$ cat src/rtl/clock_ui_pkg.sv
// Shared clock-UI definitions: set-mode encodings, default millisecond timings
// and the MODE-button field sequence.
package clock_ui_pkg;

  typedef enum logic [1:0] {
    ST_RUN  = 2'd0,
    ST_HOUR = 2'd1,
    ST_MIN  = 2'd2,
    ST_SEC  = 2'd3
  } set_state_e;

  localparam int TIMEOUT_MS    = 10000;
  localparam int BLINK_HALF_MS = 250;
  localparam int LONG_MS       = 800;
  localparam int REPEAT_MS     = 200;

  function automatic set_state_e next_field(input set_state_e s);
    case (s)
      ST_RUN:  return ST_HOUR;
      ST_HOUR: return ST_MIN;
      ST_MIN:  return ST_SEC;
      default: return ST_RUN;
    endcase
  endfunction

endpackage

$ cat src/rtl/clock_set_ctrl_if.sv
// Button-in / control-out bundle between the debouncers, the set controller
// and the hh:mm:ss counter chain. master = controller side.
interface clock_set_ctrl_if;
  logic       btn_mode_n;
  logic       btn_inc_n;
  logic [1:0] set_mode;
  logic       inc_hour;
  logic       inc_min;
  logic       clr_sec;
  logic       sec_hold;
  logic       blink_on;

  modport master (
    input  btn_mode_n, btn_inc_n,
    output set_mode, inc_hour, inc_min, clr_sec, sec_hold, blink_on
  );

  modport slave (
    output btn_mode_n, btn_inc_n,
    input  set_mode, inc_hour, inc_min, clr_sec, sec_hold, blink_on
  );
endinterface

$ cat src/rtl/btn_press_rpt.sv
// Per-button press detector with optional hold-to-repeat timer.
// A button held through reset is ignored until it has been seen released.
module btn_press_rpt #(
  parameter bit RPT_EN    = 1'b0,
  parameter int LONG_MS   = 800,
  parameter int REPEAT_MS = 200
) (
  input  logic clk_1k,
  input  logic rst_n,
  input  logic btn_n,
  input  logic rpt_cancel,
  output logic press_o,
  output logic rpt_o
);

  logic prev, armed, press_now;

  assign press_now = armed & prev & ~btn_n;

  always_ff @(posedge clk_1k or negedge rst_n) begin
    if (!rst_n) begin
      prev    <= 1'b1;
      armed   <= 1'b0;
      press_o <= 1'b0;
    end else begin
      prev    <= btn_n;
      press_o <= press_now;
      if (btn_n) armed <= 1'b1;
    end
  end

  if (RPT_EN) begin : g_rpt
    logic        rpt_act, rpt_first;
    logic [15:0] rpt_cnt;

    // first repeat after LONG_MS, then every REPEAT_MS; cancel blocks until release
    always_ff @(posedge clk_1k or negedge rst_n) begin
      if (!rst_n) begin
        rpt_act   <= 1'b0;
        rpt_first <= 1'b0;
        rpt_cnt   <= '0;
        rpt_o     <= 1'b0;
      end else if (press_now) begin
        rpt_act   <= 1'b1;
        rpt_first <= 1'b1;
        rpt_cnt   <= '0;
        rpt_o     <= 1'b0;
      end else if (btn_n || rpt_cancel || !rpt_act) begin
        rpt_act   <= 1'b0;
        rpt_cnt   <= '0;
        rpt_o     <= 1'b0;
      end else if (rpt_cnt == (rpt_first ? 16'(LONG_MS - 1) : 16'(REPEAT_MS - 1))) begin
        rpt_first <= 1'b0;
        rpt_cnt   <= '0;
        rpt_o     <= 1'b1;
      end else begin
        rpt_cnt   <= rpt_cnt + 16'd1;
        rpt_o     <= 1'b0;
      end
    end
  end else begin : g_norpt
    logic unused_cancel;
    assign unused_cancel = rpt_cancel;
    assign rpt_o         = 1'b0;
  end

endmodule

$ cat src/rtl/clock_set_ctrl.sv
// Time-setting controller: MODE steps RUN->HOUR->MIN->SEC, INC strobes the
// selected field. Define CLOCK_SET_AUTOREPEAT_EN for INC hold auto-repeat.
module clock_set_ctrl #(
  parameter int TIMEOUT_MS    = clock_ui_pkg::TIMEOUT_MS,
  parameter int BLINK_HALF_MS = clock_ui_pkg::BLINK_HALF_MS,
  parameter int LONG_MS       = clock_ui_pkg::LONG_MS,
  parameter int REPEAT_MS     = clock_ui_pkg::REPEAT_MS
) (
  input  logic              clk_1k,
  input  logic              rst_n,
  clock_set_ctrl_if.master  bus
);
  import clock_ui_pkg::*;

`ifdef CLOCK_SET_AUTOREPEAT_EN
  localparam bit INC_RPT = 1'b1;
`else
  localparam bit INC_RPT = 1'b0;
`endif

  set_state_e  state, state_n;
  logic [13:0] idle, idle_n;
  logic [15:0] blink_cnt, blink_cnt_n;
  logic        blink, blink_n;
  logic        inc_hour_q, inc_min_q, clr_sec_q;
  logic        inc_hour_n, inc_min_n, clr_sec_n;
  logic        mode_p, mode_r, inc_p, inc_r;
  logic        in_set, timeout, inc_ev, strobe_n, st_chg;

  btn_press_rpt #(.RPT_EN(1'b0), .LONG_MS(LONG_MS), .REPEAT_MS(REPEAT_MS)) u_mode (
    .clk_1k(clk_1k), .rst_n(rst_n), .btn_n(bus.btn_mode_n),
    .rpt_cancel(1'b0), .press_o(mode_p), .rpt_o(mode_r)
  );

  btn_press_rpt #(.RPT_EN(INC_RPT), .LONG_MS(LONG_MS), .REPEAT_MS(REPEAT_MS)) u_inc (
    .clk_1k(clk_1k), .rst_n(rst_n), .btn_n(bus.btn_inc_n),
    .rpt_cancel(st_chg), .press_o(inc_p), .rpt_o(inc_r)
  );

  always_comb begin
    state_n    = state;
    inc_hour_n = 1'b0;
    inc_min_n  = 1'b0;
    clr_sec_n  = 1'b0;
    in_set     = (state != ST_RUN);
    timeout    = in_set && (idle == 14'(TIMEOUT_MS - 1));
    inc_ev     = inc_p | (inc_r & (state == ST_HOUR || state == ST_MIN));

    // timeout beats MODE, MODE beats INC (the INC press is simply dropped)
    if (timeout)                state_n = ST_RUN;
    else if (mode_p || mode_r)  state_n = next_field(state);
    else if (inc_ev) begin
      case (state)
        ST_HOUR: inc_hour_n = 1'b1;
        ST_MIN:  inc_min_n  = 1'b1;
        ST_SEC:  clr_sec_n  = 1'b1;
        default: ;
      endcase
    end

    strobe_n = inc_hour_n | inc_min_n | clr_sec_n;
    st_chg   = (state_n != state);

    if (state_n == ST_RUN || st_chg || mode_p || inc_p || strobe_n) idle_n = '0;
    else                                                              idle_n = idle + 14'd1;

    if (state_n == ST_RUN || st_chg || strobe_n) begin
      blink_cnt_n = '0;
      blink_n     = 1'b1;
    end else if (blink_cnt == 16'(BLINK_HALF_MS - 1)) begin
      blink_cnt_n = '0;
      blink_n     = ~blink;
    end else begin
      blink_cnt_n = blink_cnt + 16'd1;
      blink_n     = blink;
    end
  end

  always_ff @(posedge clk_1k or negedge rst_n) begin
    if (!rst_n) begin
      state      <= ST_RUN;
      idle       <= '0;
      blink_cnt  <= '0;
      blink      <= 1'b1;
      inc_hour_q <= 1'b0;
      inc_min_q  <= 1'b0;
      clr_sec_q  <= 1'b0;
    end else begin
      state      <= state_n;
      idle       <= idle_n;
      blink_cnt  <= blink_cnt_n;
      blink      <= blink_n;
      inc_hour_q <= inc_hour_n;
      inc_min_q  <= inc_min_n;
      clr_sec_q  <= clr_sec_n;
    end
  end

  assign bus.set_mode = state;
  assign bus.inc_hour = inc_hour_q;
  assign bus.inc_min  = inc_min_q;
  assign bus.clr_sec  = clr_sec_q;
  assign bus.sec_hold = (state == ST_SEC);
  assign bus.blink_on = blink;

endmodule

$ cat src/flat_wrapper.sv
// flat-port wrapper written by rule: the top's interface ports become plain ports
module clock_set_ctrl_flat import clock_ui_pkg::*;
#(
  parameter int TIMEOUT_MS    = clock_ui_pkg::TIMEOUT_MS,
  parameter int BLINK_HALF_MS = clock_ui_pkg::BLINK_HALF_MS,
  parameter int LONG_MS       = clock_ui_pkg::LONG_MS,
  parameter int REPEAT_MS     = clock_ui_pkg::REPEAT_MS
)
  (clk_1k, rst_n, bus_btn_mode_n, bus_btn_inc_n, bus_set_mode, bus_inc_hour, bus_inc_min, bus_clr_sec, bus_sec_hold, bus_blink_on);
  clock_set_ctrl_if bus_i ();
  input  logic clk_1k;
  input  logic rst_n;
  input wire logic [$bits(bus_i.btn_mode_n)-1:0] bus_btn_mode_n;
  input wire logic [$bits(bus_i.btn_inc_n)-1:0] bus_btn_inc_n;
  output wire logic [$bits(bus_i.set_mode)-1:0] bus_set_mode;
  output wire logic [$bits(bus_i.inc_hour)-1:0] bus_inc_hour;
  output wire logic [$bits(bus_i.inc_min)-1:0] bus_inc_min;
  output wire logic [$bits(bus_i.clr_sec)-1:0] bus_clr_sec;
  output wire logic [$bits(bus_i.sec_hold)-1:0] bus_sec_hold;
  output wire logic [$bits(bus_i.blink_on)-1:0] bus_blink_on;
  assign bus_i.btn_mode_n = bus_btn_mode_n;
  assign bus_i.btn_inc_n = bus_btn_inc_n;
  assign bus_set_mode = bus_i.set_mode;
  assign bus_inc_hour = bus_i.inc_hour;
  assign bus_inc_min = bus_i.inc_min;
  assign bus_clr_sec = bus_i.clr_sec;
  assign bus_sec_hold = bus_i.sec_hold;
  assign bus_blink_on = bus_i.blink_on;
  clock_set_ctrl #(.TIMEOUT_MS(TIMEOUT_MS), .BLINK_HALF_MS(BLINK_HALF_MS), .LONG_MS(LONG_MS), .REPEAT_MS(REPEAT_MS)) u_core (.clk_1k(clk_1k), .rst_n(rst_n), .bus(bus_i));
endmodule
$ cat config.mk
export PLATFORM = sky130hd
export DESIGN_NAME = clock_set_ctrl_flat
export DESIGN_NICKNAME = d
export VERILOG_FILES = /design/src/rtl/clock_ui_pkg.sv /design/src/rtl/clock_set_ctrl_if.sv /design/src/rtl/btn_press_rpt.sv /design/src/rtl/clock_set_ctrl.sv /design/src/flat_wrapper.sv
export SDC_FILE = /design/constraint.sdc
export NUM_CORES = 1
export LEC_CHECK = 0
export ABC_AREA = 1
export CAP_MARGIN = 20
export CELL_PAD_IN_SITES_DETAIL_PLACEMENT = 1
export CELL_PAD_IN_SITES_GLOBAL_PLACEMENT = 2
export CORE_ASPECT_RATIO = 1.1
export CORE_MARGIN = 1.5
export CORE_UTILIZATION = 37
export CTS_CLUSTER_DIAMETER = 30
export DETAILED_ROUTE_END_ITERATION = 10
export PLACE_DENSITY = 0.8
export SETUP_SLACK_MARGIN = 0.2
export SYNTH_ARGS = -nofsm -noshare
export SYNTH_HDL_FRONTEND = slang
export SYNTH_HIERARCHICAL = 1
export SYNTH_SLANG_ARGS = --single-unit
$ cat constraint.sdc
create_clock -name clk_1k -period 2.1 [get_ports clk_1k]
set_input_delay 0.42 -clock clk_1k [delete_from_list [all_inputs] [get_ports clk_1k]]
set_output_delay 0.42 -clock clk_1k [all_outputs]
set_load 0.02 [all_outputs]
==> results of run 1 <==
cell usage in the layout, fill, tap and decap left out, types with 5 or more instances in the layout:
master and instances:
buf_4 7, nand2_2 5, nand3_1 15, nand4_1 5, dfrtp_1 39, xor2_1 18
nand2_1 45, clkdlybuf4s50_1 8, nor2_1 32, ha_1 5, inv_1 30, nor2_2 21
clkbuf_8 5, nor3_1 7
path summary, 6_finish.rpt:
kind | end | slack, ns
worst max-delay path | bus_blink_on | 0.25
worst min-delay path | u_core/blink_cnt[1] | 0.14
min in group clk_1k | u_core/u_inc/press_o | 0.47
worst max register to register | u_core/blink_cnt[11] | 0.29
worst min register to register | u_core/u_inc/press_o | 0.47
max in group asynchronous | u_core/u_inc/prev | 1.33
repair_timing:
item / in CTS / in global routing
cloned: 1 / 0
setup buffers: 1 / 4
gates resized for setup: 1 / 18
hold buffers: 0 / 0
setup endpoints to repair: 25 / 30
pin swaps: 3 / 14
report_power, final:
| part | switching [W] | leakage, nW | internal, W |
|---|---|---|---|
| Clock | 0.000274 | 0.0579 | 0.000350 |
| Combinational | 0.000646 | 0.533 | 0.000393 |
| Sequential | 0.0000389 | 0.559 | 0.000865 |
| Total | 0.000959 | 1.15 | 0.00161 |
metrics by stage:
step                instance area (µm²)  utilization (%)
floorplan                          2230                -
global placement                   2390             41.2
detailed placement                 2390             41.2
CTS                                2520             43.4
global route                       2620             45.1
finish                             2620             45.1
flip-flops by register name, indices dropped and copies added, names as in the netlist:
register,count
u_core/blink_cnt,16
u_core/bus.blink_on,1
u_core/bus.clr_sec,1
u_core/bus.inc_hour,1
u_core/bus.inc_min,1
u_core/bus.set_mode,2
u_core/idle,14
u_core/u_inc/armed,1
u_core/u_inc/press_o,1
u_core/u_inc/prev,1
u_core/u_mode/armed,1
u_core/u_mode/press_o,1
u_core/u_mode/prev,1
layout make-up:
cell class / instances / area share (%)
Sequential cell: 42 / 40.3
Tap cell: 77 / 3.68
Multi-Input combinational cell: 182 / 40.9
Inverter: 32 / 4.59
Clock buffer: 5 / 2.63
Timing Repair Buffer: 18 / 6.36
Clock inverter: 3 / 1.53
metal layers:
layer	GRT usage [%]	vias to the layer above	wire length [µm]	part of all wire (%)
met4	4.46	0	63	1.3
li1	-	842	-	-
met3	3.26	6	90	1.9
met1	19.6	802	2100	45
met2	29.1	10	2410	52
met5	0	-	0	0
==> results by group, run 1 <==
Finish
  – Final #Nets: 292
  – Fillers: approximately 710
  – FF/Latch Area: 1050 µm²
  – Layout cells sized above 1: around a fifth
  – Finished Layout Cells: ~360
  – Area delta synth->final: 17.5%
  – Area of the multi-input gates: around 1100 µm²
  – Antenna cell count: 0

Global routing
  – Largest net degree at the start of global routing: 29
  – First-pass GRT wire length: about 8.3 mm
  – Total Routing Usage GR: about 16%
  – Total grt overflow: 0
  – Vias in the first global route: around 1800
  – Antenna violations before repair: 0

Clocking
  – CTS Buf Count: 5
  – Worst-Skew Late Latency: 0.29 ns
  – CTS tree: done
  – H-Tree Depth: 2
  – Clk Tree Root Cell: clkbuf_8
  – Sink Count: 42
  – Clock transition at path regs: 0.08 ns
  – Longest Clk Path Bufs: 2

Die
  – Die Height: 84.4 µm
  – Ports: 11
  – Core ar.: just under 6000 µm²
  – Die area: ~6500 µm²
  – Initial core utilization: roughly two fifths
  – Num rows: 29
  – Chip width: 77.0 µm

Worst setup path
  – Cell depth of the worst flop-to-flop path: 13
  – Reg-to-Reg Start: u_core/bus.set_mode[1]
  – Critical Path AT: around 1.4 ns
  – CP startpoint kind: flop
  – CP Cell Sequence: clkdlybuf4s50_1
  – CP Data Required Time: 1.68 ns
  – Crit-path slowest cell: clkdlybuf4s50_1
  – Worst path max stage delay: approximately 0.6 ns
  – CP startpoint: u_core/bus.blink_on
  – Critical path peak fanout: 2
  – Critical path's top delay family: buffers and inverters
  – Crit path depth: 1
  – Total buffers and inverters traversed by the critical path: 1
  – Setup crit end kind: output pin
  – Critical path class: reg2out

Timing
  – RSZ-0062 raised after global routing: true
  – Final period utilization: approximately 88%
  – Final min period: 1.85 ns
  – Slew @ Worst Pin: between 0.6 and 0.7 ns
  – Final setup vio count: 0
  – Post-route clock skew: around 0.0075 ns
  – Fin. Hold Viols: 0
  – Max Fclk: ~0.54 GHz
  – Final slew viol count: 0
  – Setup TNS: 0 ns
  – Rel. slew slack: between 50% and 60%
  – Final hold slack: around 0.14 ns
  – Fin worst setup slack: around 0.25 ns

Min path
  – Hold Path Class: in2async

Synth
  – Mapped Avg Cell Area: between 8 and 9 µm²
  – Synthesized net count: between 200 and 300
  – Post-Synthesis Cells: 260
  – Syn. warnings: 6
  – Cell Area, Synth: between 2000 and 2500 µm²

Placement
  – RePlAce Congestion: between 0.7 and 0.8
  – Pre-CTS setup slack: roughly 0.13 ns
  – Port bufs: 10
  – # placed instances: about 350
  – Detail Placement HPWL: roughly 3.3 mm

Detailed routing
  – Vias post-DR: around 1700
  – First DRT Iteration DRCs: 56
  – Routed WL: 4.67 mm
  – DRC violations left: 0
  – DRT Pass-1 Iters: 3
  – Final ANT Viol Nets: 0
  – Via density per instance: between 4 and 5
  – Routed len/inst: around 13 µm

Power and ir drop
  – Cell Pwr Density: roughly 980 nW/µm²
  – Peak supply drop: roughly 630 µV
  – Leakage: roughly 1.1 nW
  – Final Total Pwr: about 0.0026 W

Outcome
  – Status: complete, no violations

Flow run
  – Max-cap violation count: 0
No activity file was read; power rests on OpenSTA's default activity.
==> run 2, diff against run 1 <==
--- a/config.mk
+++ b/config.mk
@@ -8,13 +8,13 @@
 export ABC_AREA = 1
 export CAP_MARGIN = 20
 export CELL_PAD_IN_SITES_DETAIL_PLACEMENT = 1
-export CELL_PAD_IN_SITES_GLOBAL_PLACEMENT = 2
+export CELL_PAD_IN_SITES_GLOBAL_PLACEMENT = 1
 export CORE_ASPECT_RATIO = 1.1
 export CORE_MARGIN = 1.5
 export CORE_UTILIZATION = 37
 export CTS_CLUSTER_DIAMETER = 30
 export DETAILED_ROUTE_END_ITERATION = 10
-export PLACE_DENSITY = 0.8
+export PLACE_DENSITY = 0.67
 export SETUP_SLACK_MARGIN = 0.2
 export SYNTH_ARGS = -nofsm -noshare
 export SYNTH_HDL_FRONTEND = slang
==> results by group, run 2 (same netlist as run 1, synthesis figures left out) <==
Outcome
  – Status: complete, no violations

Worst setup path
  – CP Cell Sequence: buf_4 > ha_2 > inv_1 > nand2_1 > nand2_1 > nand2_2 > o211ai_1 > nor2_4 > buf_12 > nand3_4 > nor2_1
  – CP Data Required Time: between 2 and 2.5 ns
  – Worst path max stage delay: 0.40 ns
  – Critical path peak fanout: 7
  – Critical Path AT: slightly above 2 ns
  – Total buffers and inverters traversed by the critical path: 3
  – CP startpoint kind: flop
  – Setup crit end kind: flop
  – Critical path class: reg2reg
  – Crit-path slowest cell: dfrtp_1
  – Worst path most repeated cell: nand2_1
  – Critical path's top delay family: simple AND/OR/NAND/NOR gates

Finish
  – Area delta synth->final: 20.9%
  – Max reg flops: 16
  – Fillers: approximately 700
  – Biggest register: u_core/blink_cnt
  – Final #Nets: about 300
  – Most frequent cells in the layout: 42 x nand2_1, 39 x dfrtp_1, 36 x nor2_1
  – Layout cells sized above 1: between 20% and 30%
  – Antenna cell count: 0
  – Leading cell type in the layout, fill and taps excluded: nand2_1

Timing
  – Final period utilization: between 80 and 90%
  – Rel. slew slack: 64.5%
  – Final min period: between 1.5 and 2 ns
  – Max Fclk: about 0.54 GHz
  – Final setup vio count: 0
  – Fin. Hold Viols: 0
  – Setup TNS: 0 ns
  – Final slew viol count: 0
  – RSZ-0062 raised after global routing: true
  – Slew @ Worst Pin: 0.533 ns
  – Post-route clock skew: approximately 0.0076 ns

Power and ir drop
  – Leakage: ~1.2 nW
  – Final Total Pwr: roughly 0.0027 W
  – Peak supply drop: 619 µV
  – Cell Pwr Density: around 990 nW/µm²

Global routing
  – Largest net degree at the start of global routing: 43
  – Antenna violations before repair: 0
  – Total grt overflow: 0
  – Total Routing Usage GR: ~16%
  – Vias in the first global route: about 1700
  – First-pass GRT wire length: between 8 and 9 mm

Die
  – Core ar.: 5810 µm²
  – Die area: approximately 6500 µm²
  – Ports: 11
  – Num rows: 29
  – Initial core utilization: a little under two fifths
  – Die Height: 84.4 µm
  – Chip width: a little under 80 µm

Detailed routing
  – DRC violations left: 0
  – DRT Pass-1 Iters: 4
  – First DRT Iteration DRCs: 57
  – Via density per instance: about 4.6
  – Routed len/inst: approximately 14 µm
  – Vias post-DR: around 1700
  – Final ANT Viol Nets: 0
  – Routed WL: 4.97 mm

Clocking
  – Sink Count: 42
  – CTS Buf Count: 5
  – CTS tree: done
  – Clock transition at path regs: around 0.080 ns
  – Longest Clk Path Bufs: 2
  – H-Tree Depth: 2
  – Clk Tree Root Cell: clkbuf_8
  – Worst-Skew Late Latency: 0.29 ns

Placement
  – Port bufs: 10
  – Detail Placement HPWL: about 3.3 mm
  – RePlAce Congestion: approximately 0.78

Min path
  – Hold Path Class: in2async

Flow run
  – Max-cap violation count: 0
[run 2: timing repair]
action                                  in CTS  in global routing
resized for setup                           11                 23
hold buffers                                 0                  0
endpoints found under the setup margin      26                 33
pin swaps                                    8                 13
buffers inserted                             6                  5
cloned                                       1                  0
[run 2: final cells by class]
type,instances,area [µm²],area share (%)
clock buffer,8,80.1,2.97
inverter,32,120,4.46
multi-input combinational,182,1120,41.5
sequential,42,1050,39.2
tap,77,96.3,3.58
timing repair buffer,25,224,8.32
[run 2: power breakdown]
| part | switching, W | internal, W | leakage (nW) |
|---|---|---|---|
| clock network | 0.000270 | 0.000237 | 0.0395 |
| registers | 0.0000394 | 0.000865 | 0.559 |
| logic | 0.000733 | 0.000528 | 0.604 |
[run 2: metrics by stage]
step | hold WS [ns] | util [%] | setup WS, ns | instance area (µm²) | cells
6_report | 0.186 | 46.4 | 0.246 | 2690 | 366
5_1_grt | 0.235 | 46.4 | 0.102 | 2690 | 366
4_1_cts | 0.211 | 44.4 | 0.169 | 2580 | 361
3_5_place_dp | 0.456 | 41.3 | 0.171 | 2400 | 346
3_3_place_gp | 0.453 | 41.3 | 0.265 | 2400 | 346
2_1_floorplan | 0.124 | - | 0.205 | 2230 | 260
[run 2: final timing paths]
| kind | from | end | slack, ns | depth (start not counted) |
|---|---|---|---|---|
| max | u_core/bus.set_mode[1] | u_core/idle[0] | 0.25 | 11 |
| min | rst_n | u_core/blink_cnt[5] | 0.19 | 2 |
| max reg2reg | u_core/bus.set_mode[1] | u_core/idle[0] | 0.25 | 11 |
| min reg2reg | u_core/u_inc/armed | u_core/u_inc/armed | 0.47 | 1 |
| max in group asynchronous | rst_n | u_core/u_inc/prev | 1.53 | 2 |
| min in group clk_1k | u_core/u_inc/armed | u_core/u_inc/armed | 0.47 | 1 |
[run 2: per-layer routing]
metal	vias to the layer above	part of all wire, %	GRT usage, %
li1	855	-	-
met4	0	1.6	5.12
met2	17	52	28.9
met5	-	0	0
met1	821	44	20.0
met3	8	2.2	3.26
